<file path="src/rtl/wb_pkg.sv">
// Shared definitions for the N-slave Wishbone interconnect: error causes, FSM states
// and the default SoC address map.
package wb_pkg;

  localparam logic [1:0] WB_ERR_NONE     = 2'd0;
  localparam logic [1:0] WB_ERR_UNMAPPED = 2'd1;
  localparam logic [1:0] WB_ERR_SLAVE    = 2'd2;
  localparam logic [1:0] WB_ERR_TIMEOUT  = 2'd3;

  typedef enum logic [1:0] {
    StIdle    = 2'd0,
    StBusy    = 2'd1,
    StErrSend = 2'd2
  } wb_state_e;

  // Slot 0 sits in the low bits: SRAM, LED, UART, CDT.
  localparam int unsigned     WB_MAP_NS   = 4;
  localparam logic [127:0]    WB_MAP_BASE = {32'h8000_0010, 32'h8000_0008,
                                             32'h8000_0000, 32'h0000_0000};
  localparam logic [127:0]    WB_MAP_MASK = {32'hFFFF_FFF8, 32'hFFFF_FFF8,
                                             32'hFFFF_FFFC, 32'hFFFE_0000};

endpackage

</file>
<file path="src/rtl/wb_addr_decode.sv">
// Combinational base/mask address decoder; the lowest-indexed matching slave wins.
module wb_addr_decode #(
  parameter int unsigned        NS   = 4,
  parameter int unsigned        AW   = 32,
  parameter int unsigned        IW   = 2,
  parameter logic [NS*AW-1:0]   BASE = '0,
  parameter logic [NS*AW-1:0]   MASK = '1
) (
  input  logic [AW-1:0] i_addr,
  output logic [NS-1:0] o_sel,
  output logic [IW-1:0] o_idx,
  output logic          o_miss
);

  always_comb begin
    o_sel  = '0;
    o_idx  = '0;
    o_miss = 1'b1;
    // Scan downwards so a lower-indexed hit overrides any higher one.
    for (int k = NS - 1; k >= 0; k--) begin
      if ((i_addr & MASK[k*AW +: AW]) == (BASE[k*AW +: AW] & MASK[k*AW +: AW])) begin
        o_sel    = '0;
        o_sel[k] = 1'b1;
        o_idx    = IW'(k);
        o_miss   = 1'b0;
      end
    end
  end

endmodule

</file>
<file path="src/rtl/wb_interconnect_n.sv">
// Single-master, N-slave pipelined Wishbone interconnect with one outstanding transaction,
// registered response path, timeout watchdog and error cause/address capture.
module wb_interconnect_n
  import wb_pkg::*;
#(
  parameter int unsigned      NS         = 4,
  parameter int unsigned      AW         = 32,
  parameter int unsigned      DW         = 32,
  parameter logic [NS*AW-1:0] SLAVE_BASE = '0,
  parameter logic [NS*AW-1:0] SLAVE_MASK = '1,
  parameter int unsigned      TIMEOUT    = 255
) (
  input  logic                 i_clk,
  input  logic                 i_resetn,
  input  logic                 i_wb_cyc,
  input  logic                 i_wb_stb,
  input  logic                 i_wb_we,
  input  logic [AW-1:0]        i_wb_addr,
  input  logic [DW-1:0]        i_wb_data,
  input  logic [DW/8-1:0]      i_wb_sel,
  output logic                 o_wb_ack,
  output logic [DW-1:0]        o_wb_data,
  output logic                 o_wb_stall,
  output logic                 o_wb_err,
  output logic [AW-1:0]        o_wb_err_address,
  output logic [1:0]           o_wb_err_cause,
  output logic [NS-1:0]        o_s_cyc,
  output logic [NS-1:0]        o_s_stb,
  output logic                 o_s_we,
  output logic [AW-1:0]        o_s_addr,
  output logic [DW-1:0]        o_s_data,
  output logic [DW/8-1:0]      o_s_sel,
  input  logic [NS-1:0]        i_s_ack,
  input  logic [NS-1:0]        i_s_err,
  input  logic [NS-1:0]        i_s_stall,
  input  logic [NS*DW-1:0]     i_s_data
);

  localparam int unsigned IW = (NS > 1) ? $clog2(NS) : 1;
  localparam int unsigned CW = (TIMEOUT > 2) ? $clog2(TIMEOUT) : 1;

  wb_state_e       state_q, state_d;
  logic [IW-1:0]   grant_q, grant_d;
  logic [CW-1:0]   count_q, count_d;
  logic [AW-1:0]   pend_q, pend_d;
  logic            ack_q, ack_d;
  logic            err_q, err_d;
  logic [DW-1:0]   data_q, data_d;
  logic [AW-1:0]   err_addr_q, err_addr_d;
  logic [1:0]      cause_q, cause_d;

  logic [NS-1:0]   dec_sel;
  logic [IW-1:0]   dec_idx;
  logic            dec_miss;
  logic [NS-1:0]   gnt_oh;
  logic            accept;

  wb_addr_decode #(
    .NS   (NS),
    .AW   (AW),
    .IW   (IW),
    .BASE (SLAVE_BASE),
    .MASK (SLAVE_MASK)
  ) u_decode (
    .i_addr (i_wb_addr),
    .o_sel  (dec_sel),
    .o_idx  (dec_idx),
    .o_miss (dec_miss)
  );

  assign gnt_oh   = NS'(1) << grant_q;
  assign o_s_we   = i_wb_we;
  assign o_s_addr = i_wb_addr;
  assign o_s_data = i_wb_data;
  assign o_s_sel  = i_wb_sel;

  always_comb begin
    o_s_cyc    = '0;
    o_s_stb    = '0;
    o_wb_stall = 1'b1;
    unique case (state_q)
      StIdle: begin
        o_s_cyc    = {NS{i_wb_cyc}} & dec_sel;
        o_s_stb    = {NS{i_wb_cyc & i_wb_stb}} & dec_sel;
        o_wb_stall = i_wb_stb & ~dec_miss & |(i_s_stall & dec_sel);
      end
      StBusy:  o_s_cyc = {NS{i_wb_cyc}} & gnt_oh;
      default: ;
    endcase
  end

  assign accept = (state_q == StIdle) & i_wb_cyc & i_wb_stb & ~o_wb_stall;

  always_comb begin
    state_d    = state_q;
    grant_d    = grant_q;
    count_d    = count_q;
    pend_d     = pend_q;
    ack_d      = 1'b0;
    err_d      = 1'b0;
    data_d     = '0;
    err_addr_d = err_addr_q;
    cause_d    = cause_q;
    unique case (state_q)
      StIdle: begin
        if (accept) begin
          pend_d = i_wb_addr;
          if (dec_miss) begin
            state_d = StErrSend;
          end else begin
            state_d = StBusy;
            grant_d = dec_idx;
            count_d = '0;
          end
        end
      end
      StErrSend: begin
        state_d    = StIdle;
        err_d      = 1'b1;
        cause_d    = WB_ERR_UNMAPPED;
        err_addr_d = pend_q;
      end
      StBusy: begin
        if (!i_wb_cyc) begin
          state_d = StIdle;
        end else if (|(i_s_err & gnt_oh)) begin
          state_d    = StIdle;
          err_d      = 1'b1;
          cause_d    = WB_ERR_SLAVE;
          err_addr_d = pend_q;
        end else if (|(i_s_ack & gnt_oh)) begin
          state_d = StIdle;
          ack_d   = 1'b1;
          data_d  = i_s_data[grant_q*DW +: DW];
        end else if (count_q == CW'(TIMEOUT - 1)) begin
          state_d    = StIdle;
          err_d      = 1'b1;
          cause_d    = WB_ERR_TIMEOUT;
          err_addr_d = pend_q;
        end else if (count_q != '1) begin
          count_d = count_q + 1'b1;
        end
      end
      default: state_d = StIdle;
    endcase
  end

  always_ff @(posedge i_clk or negedge i_resetn) begin
    if (!i_resetn) begin
      state_q    <= StIdle;
      grant_q    <= '0;
      count_q    <= '0;
      pend_q     <= '0;
      ack_q      <= 1'b0;
      err_q      <= 1'b0;
      data_q     <= '0;
      err_addr_q <= '0;
      cause_q    <= WB_ERR_NONE;
    end else begin
      state_q    <= state_d;
      grant_q    <= grant_d;
      count_q    <= count_d;
      pend_q     <= pend_d;
      ack_q      <= ack_d;
      err_q      <= err_d;
      data_q     <= data_d;
      err_addr_q <= err_addr_d;
      cause_q    <= cause_d;
    end
  end

  assign o_wb_ack         = ack_q;
  assign o_wb_err         = err_q;
  assign o_wb_data        = data_q;
  assign o_wb_err_address = err_addr_q;
  assign o_wb_err_cause   = cause_q;

endmodule

</file>
<file path="config.mk">
export PLATFORM = sky130hd
export DESIGN_NAME = wb_interconnect_n
export DESIGN_NICKNAME = d
export VERILOG_FILES = /design/src/rtl/wb_pkg.sv /design/src/rtl/wb_addr_decode.sv /design/src/rtl/wb_interconnect_n.sv
export SDC_FILE = /design/constraint.sdc
export NUM_CORES = 1
export LEC_CHECK = 0
export ABC_AREA = 1
export BUFFER_PORTS_ARGS = -buffer_cell sky130_fd_sc_hd__buf_2
export CAP_MARGIN = 20
export CORE_AREA = 2 2 139 141
export DETAILED_ROUTE_END_ITERATION = 10
export DIE_AREA = 0 0 141 143
export MAX_ROUTING_LAYER = met4
export PLACE_DENSITY = 0.6
export SYNTH_ARGS = -nofsm -noshare
export SYNTH_HDL_FRONTEND = slang
export SYNTH_SLANG_ARGS = --single-unit
export TNS_END_PERCENT = 100
</file>
<file path="constraint.sdc">
create_clock -name i_clk -period 5.4 [get_ports i_clk]
set_clock_uncertainty 0.05 [all_clocks]
set_input_delay 1.62 -clock i_clk [delete_from_list [all_inputs] [get_ports i_clk]]
set_output_delay 1.62 -clock i_clk [all_outputs]
set_load 0.01 [all_outputs]
</file>
Yosys cells after proc, flatten, opt, wreduce, memory -nomap -nowiden:

Index checks and enable logic that the tools add are counted.

* flip-flop bits (word level): 110
* input bits: 213
* output and inout port bits: 146
* logic and storage cells: 84

* add/subtract/negate cells: 1
* eq/ne operators: 14
* mux-type cells: 42
* bitwise gates (word level): 10
* reductions and logical operators: 9

Operators with widths (number)
* 32-bit 2-to-1 mux: 8
* 32-bit one-hot mux with 2 select lines: 1
* 8-bit 2-to-1 mux: 7
* 32-bit zero test: 1
* 2-bit 2-to-1 mux: 10
* 8-bit one-hot mux with 2 select lines: 1
* 4-bit AND: 3
* 2-bit inequality test, second input constant: 6
* 1-bit 2-to-1 mux: 10
* 8-bit by 1-bit adder with 8-bit output, second input constant: 1
* 8-bit == test, second input constant: 1
* 8-bit inequality test, second input constant: 1
* 2-bit one-hot mux with 2 select lines: 2
* 4-bit one-hot mux with 2 select lines: 1
* 8-bit AND reduction: 1
* 1-bit AND: 6
* 3-bit inequality test, second input constant: 2
* 5-bit inequality test, second input constant: 1
* 4-bit 2-to-1 mux: 1
* 2-bit AND reduction: 2
* 4-bit AND reduction: 1
* 2-bit nonzero test: 2
* 4-bit OR reduction: 1
* 2-bit by 1-bit == test with 1-bit output, second input constant: 1
* 5 further kinds: 5

Longest topological paths before layout:

* depth after elaboration: 10
* mapped depth: 11
* depth with buffers taken out: 11

Hierarchy:

Synthesis repeated with hierarchy kept, for this count alone.

* cell total of the unflattened synthesis: 710
* area, all modules: 6184.7 um2

Modules (own cells, without submodules)
* wb_interconnect_n: times used 1, cells each 640, area each 5893.2 um2, sequential area each 2802.7 um2
* wb_addr_decode: times used 1, cells each 70, area each 291.5 um2, sequential area each 0.0 um2

Least setup slack after synthesis:

OpenSTA, ideal clock, no wires.

* path kind: input port to output port
* start point: input i_wb_addr[7]
* end point: output o_wb_stall
* arrival time: 2.520 ns
* required time: 3.730 ns
* setup slack: 1.210 ns
* stages on the path: 8
* buffers on the path: 1
* cell sequence: nor2_1 nand2_1 nor2_1 nand2_1 o21ai_2 nand2_1 clkbuf_1 inv_1

* longest elaborated chain between the ends: 6
* elaborated cells between the ends (all ways): 7
* classes of those cells: 2 x mux; 3 x bitwise; 2 x reduce/logical

RTL lines
* start, declared: line wb_interconnect_n.sv:18 `input logic [AW-1:0] i_wb_addr,`
* 32-bit zero test *: line wb_addr_decode.sv:21 `if ((i_addr & MASK[k*AW +: AW]) == (BASE[k*AW +: AW] & MASK[k*AW +: AW])) begin`
* 1-bit 2-to-1 mux: line wb_addr_decode.sv:21
* 4-bit AND: line wb_interconnect_n.sv:85 `o_wb_stall = i_wb_stb & ~dec_miss & |(i_s_stall & dec_sel);`
* 4-bit OR reduction: line wb_interconnect_n.sv:85
* 1-bit AND *: line wb_interconnect_n.sv:85
* 1-bit 2-to-1 mux *: line wb_interconnect_n.sv:81 `unique case (state_q)`
* end, declared: line wb_interconnect_n.sv:23 `output logic o_wb_stall,`

Every way passes the cells marked *; elsewhere a longest branch is shown, timed or not.

Worst setup path after layout:

* start point: input i_wb_addr[3]
* end point: output o_s_cyc[0]

* longest elaborated chain between the ends: 4

RTL lines
* 32-bit zero test: line wb_addr_decode.sv:21
* 1-bit 2-to-1 mux: line wb_addr_decode.sv:21
* 4-bit AND: line wb_interconnect_n.sv:83 `o_s_cyc = {NS{i_wb_cyc}} & dec_sel;`
* 4-bit one-hot mux with 2 select lines: line wb_interconnect_n.sv:81
* end, declared: line wb_interconnect_n.sv:27 `output logic [NS-1:0] o_s_cyc,`

Every way passes these cells.

==> metrics.yaml <==
run_status:
  status: "finished, final reports clean"
power_and_ir_drop:
  ir_drop_mv: 0.150
  leakagePower_nw: 3.50
  power_per_cell_area_nw_per_um2: 428
setup_path:
  critPathSlowestCell: "nor2_1"
  r2r-end: "count_q[3]"
  r2r-start: "state_q[0]"
  worstPathArrival_ns: 2.85
  crit_type: "primary input to primary output"
  worst_ep_required_time_ns: 3.73
  crit_chain: "buf_2 -> nor2_1 -> nand2_1 -> nor2_1 -> nand2_1 -> nor2_1 -> nand2_1 -> a21oi_1 -> buf_2"
  reg2reg_depth: 11
  crit_fanout: 3
  endpoint_kind: "primary output"
  cp_slowest_stage_delay_ns: 0.22
  crit_path_start_kind: "primary input"
  r2r_slack_ns: 2.65
sta:
  hold_viol: 0
  timing.fmax_mhz: 221
  drv_slew: 0
  finalCriticalPeriod_ns: 4.52
  slew_headroom: 0.393
  tns_ns: 0
  worst_pin_slew_ns: 0.909
  rsz0062_at_grt: "no"
  setup_violations: 0
  whs_ns: 0.417
  finalCritPeriodShare: 0.837
  layout_setup_ws_ns: 0.879
die:
  io_pins: 359
  initial_utilization: 0.277
  fp.dieW_um: 141
  die_h_um: 143
  core_area_um2: 18600
  fp-row-count: 50
  die_area_um2: 20200
final_layout:
  nFillCells: 1949
  multi_input_area_um2: 1540
  nNetsFinal: 922
  diodes: 0
  seq_area_um2: 2750
  syn_to_final_growth_pct: 16.8
  design_area_um2: 6020
  drive_gt1_frac: 0.291
min_path:
  min_path_cells: 2
  hold_class: "flip-flop to flip-flop"
  hp-start: "pend_q[23]"
  holdPathEnd: "o_wb_err_address[23]"
routing:
  num_vias: 3992
  ant_nets: 0
  drt-total-wl_um: 12700
  dr.first_iter.drc_count: 187
  route.detailed.drc: 0
  via_per_inst: 4.23
  drt-wirelength-per-cell_um: 13.4
  first_pass_iters: 4
logic_synthesis:
  synth_cell_types: 26
  synth_top_area_share: 0.534
  syn_avg_cell_area_um2: 8.50
  synth.area.top_cells: "dfrtp_1 53%, nand2_1 12%, buf_4 11%"
  yosys.area.top_type: "dfrtp_1"
  synthCells: 606
  synth-async-reset-ratio: 1.00
  syn_area_um2: 5150
  yosys_register_bits: 110
  yosysMostFrequentCell: "nand2_1"
  synth_common_cells: "171 x nand2_1, 110 x dfrtp_1, 76 x nand3_1, 75 x buf_4, 62 x nor2_1"
  synth_edf_count: 0
  synth_flop_cell: "dfrtp_1"
  ys_seq_area_frac: 0.534
  ys_warn_count: 0
placed_design:
  gp_congestion: 0.801
  dp.final_hpwl_um: 8890
  place_area_um2: 5710
  dp_slack_ns: 0.857
  port_buffers: 173
global_route:
  grt_use_total: 0.136
  grt_max_degree: 63
  overflow: 0
  grt_pass1_vias: 4058
  grt_pass1_wl_um: 20500
  antenna_found_initial: 0
clock_tree:
  cts_sinks: 110
  cts_tree: "built"
  cts-htree-levels: 3
  cts_resized: 0
  ctsHoldBuffers: 0
  clkSlewWorstSetupHoldPaths_ns: 0.07
  post_cts_buffers: 0
  cts_root_buffer: "clkbuf_16"
  clock_path_buffers: 2
  numCtsBuffers: 9
  clk_latency_ns: 0.36
job:
  maxCapViolCount: 0
==> per-layer routing <==
| metal | vias to the layer above | global-route usage | routed length [um] |
|---|---|---|---|
| met5 | - | - | 0 |
| met2 | 154 | 0.217 | 5630 |
| li1 | 1978 | - | - |
| met3 | 20 | 0.0366 | 800 |
| met1 | 1840 | 0.165 | 5990 |
| met4 | 0 | 0.0532 | 264 |
==> logic make-up after synthesis <==
kind of cell,synth area share
other cells,0.000728
flops,0.534
fa+ha+maj,0.0121
simple gates,0.259
compound gates,0.0228
buf+inv,0.171
==> state kept, by name (all words and copies together), names as in the netlist <==
register / flops
o_wb_data: 32
o_wb_err_address: 32
pend_q: 32
count_q: 8
o_wb_err_cause: 2
state_q: 2
o_wb_ack: 1
o_wb_err: 1
==> critical path, delay by kind of cell <==
kind	cells	cell delay, ns
AO/OA/AOI/OAI	1	0.18
AND/OR/NAND/NOR	6	0.73
buffers and inverters	2	0.32
==> cells in the final DEF, fill, tap and decap left out, types with 2 or more instances in the layout <==
cell and n:
buf_2 172, nand2_1 171, dfrtp_1 110, nand3_1 76, nor2_1 62, inv_1 52
clkbuf_16 9, buf_4 8, conb_1 6, a21oi_1 5, o21ai_0 5, ha_1 5
nand2_2 4, nor2_2 2, a21boi_0 2, nor3_1 2, a31oi_1 2, a211oi_1 2
inv_6 2
==> worst max path at each step <==
| stage | startpoint | to | cells after the start | slack (ns) |
|---|---|---|---|---|
| finish | i_wb_addr[3] | o_s_cyc[0] | 9 | 0.88 |
| global placement | i_wb_addr[3] | o_s_cyc[0] | 9 | 0.84 |
| detailed placement | i_wb_addr[3] | o_s_cyc[0] | 9 | 0.86 |
| floorplan | i_wb_addr[7] | o_wb_stall | 8 | 1.21 |
| global route | i_wb_addr[3] | o_s_cyc[0] | 9 | 0.70 |
| CTS | i_wb_addr[3] | o_s_cyc[0] | 9 | 0.85 |
==> metrics by stage <==
stage          total power [mW]  cells   util
2_1_floorplan              1.67    611      -
3_3_place_gp               1.90    927  0.307
3_5_place_dp               1.91    927  0.307
4_1_cts                    2.62    943  0.324
5_1_grt                    2.78    943  0.324
6_report                   2.58    943  0.324
==> cell type report <==
| class | instances | share of cell area |
|---|---|---|
| clock buffer | 10 | 0.0397 |
| inverter | 53 | 0.0331 |
| tap | 234 | 0.0487 |
| timing repair buffer | 180 | 0.153 |
| sequential | 110 | 0.458 |
| clock inverter | 6 | 0.0114 |
| multi-input combinational | 350 | 0.256 |
==> report_power, final <==
group | leakage, nW | switching [mW] | internal, mW | total, mW
registers | 1.44 | 0.104 | 1.04 | 1.14
logic | 1.91 | 0.482 | 0.259 | 0.741
clock network | 0.149 | 0.319 | 0.376 | 0.695
total | 3.50 | 0.905 | 1.67 | 2.58
Note: power is estimated with default switching activity, not from simulation.
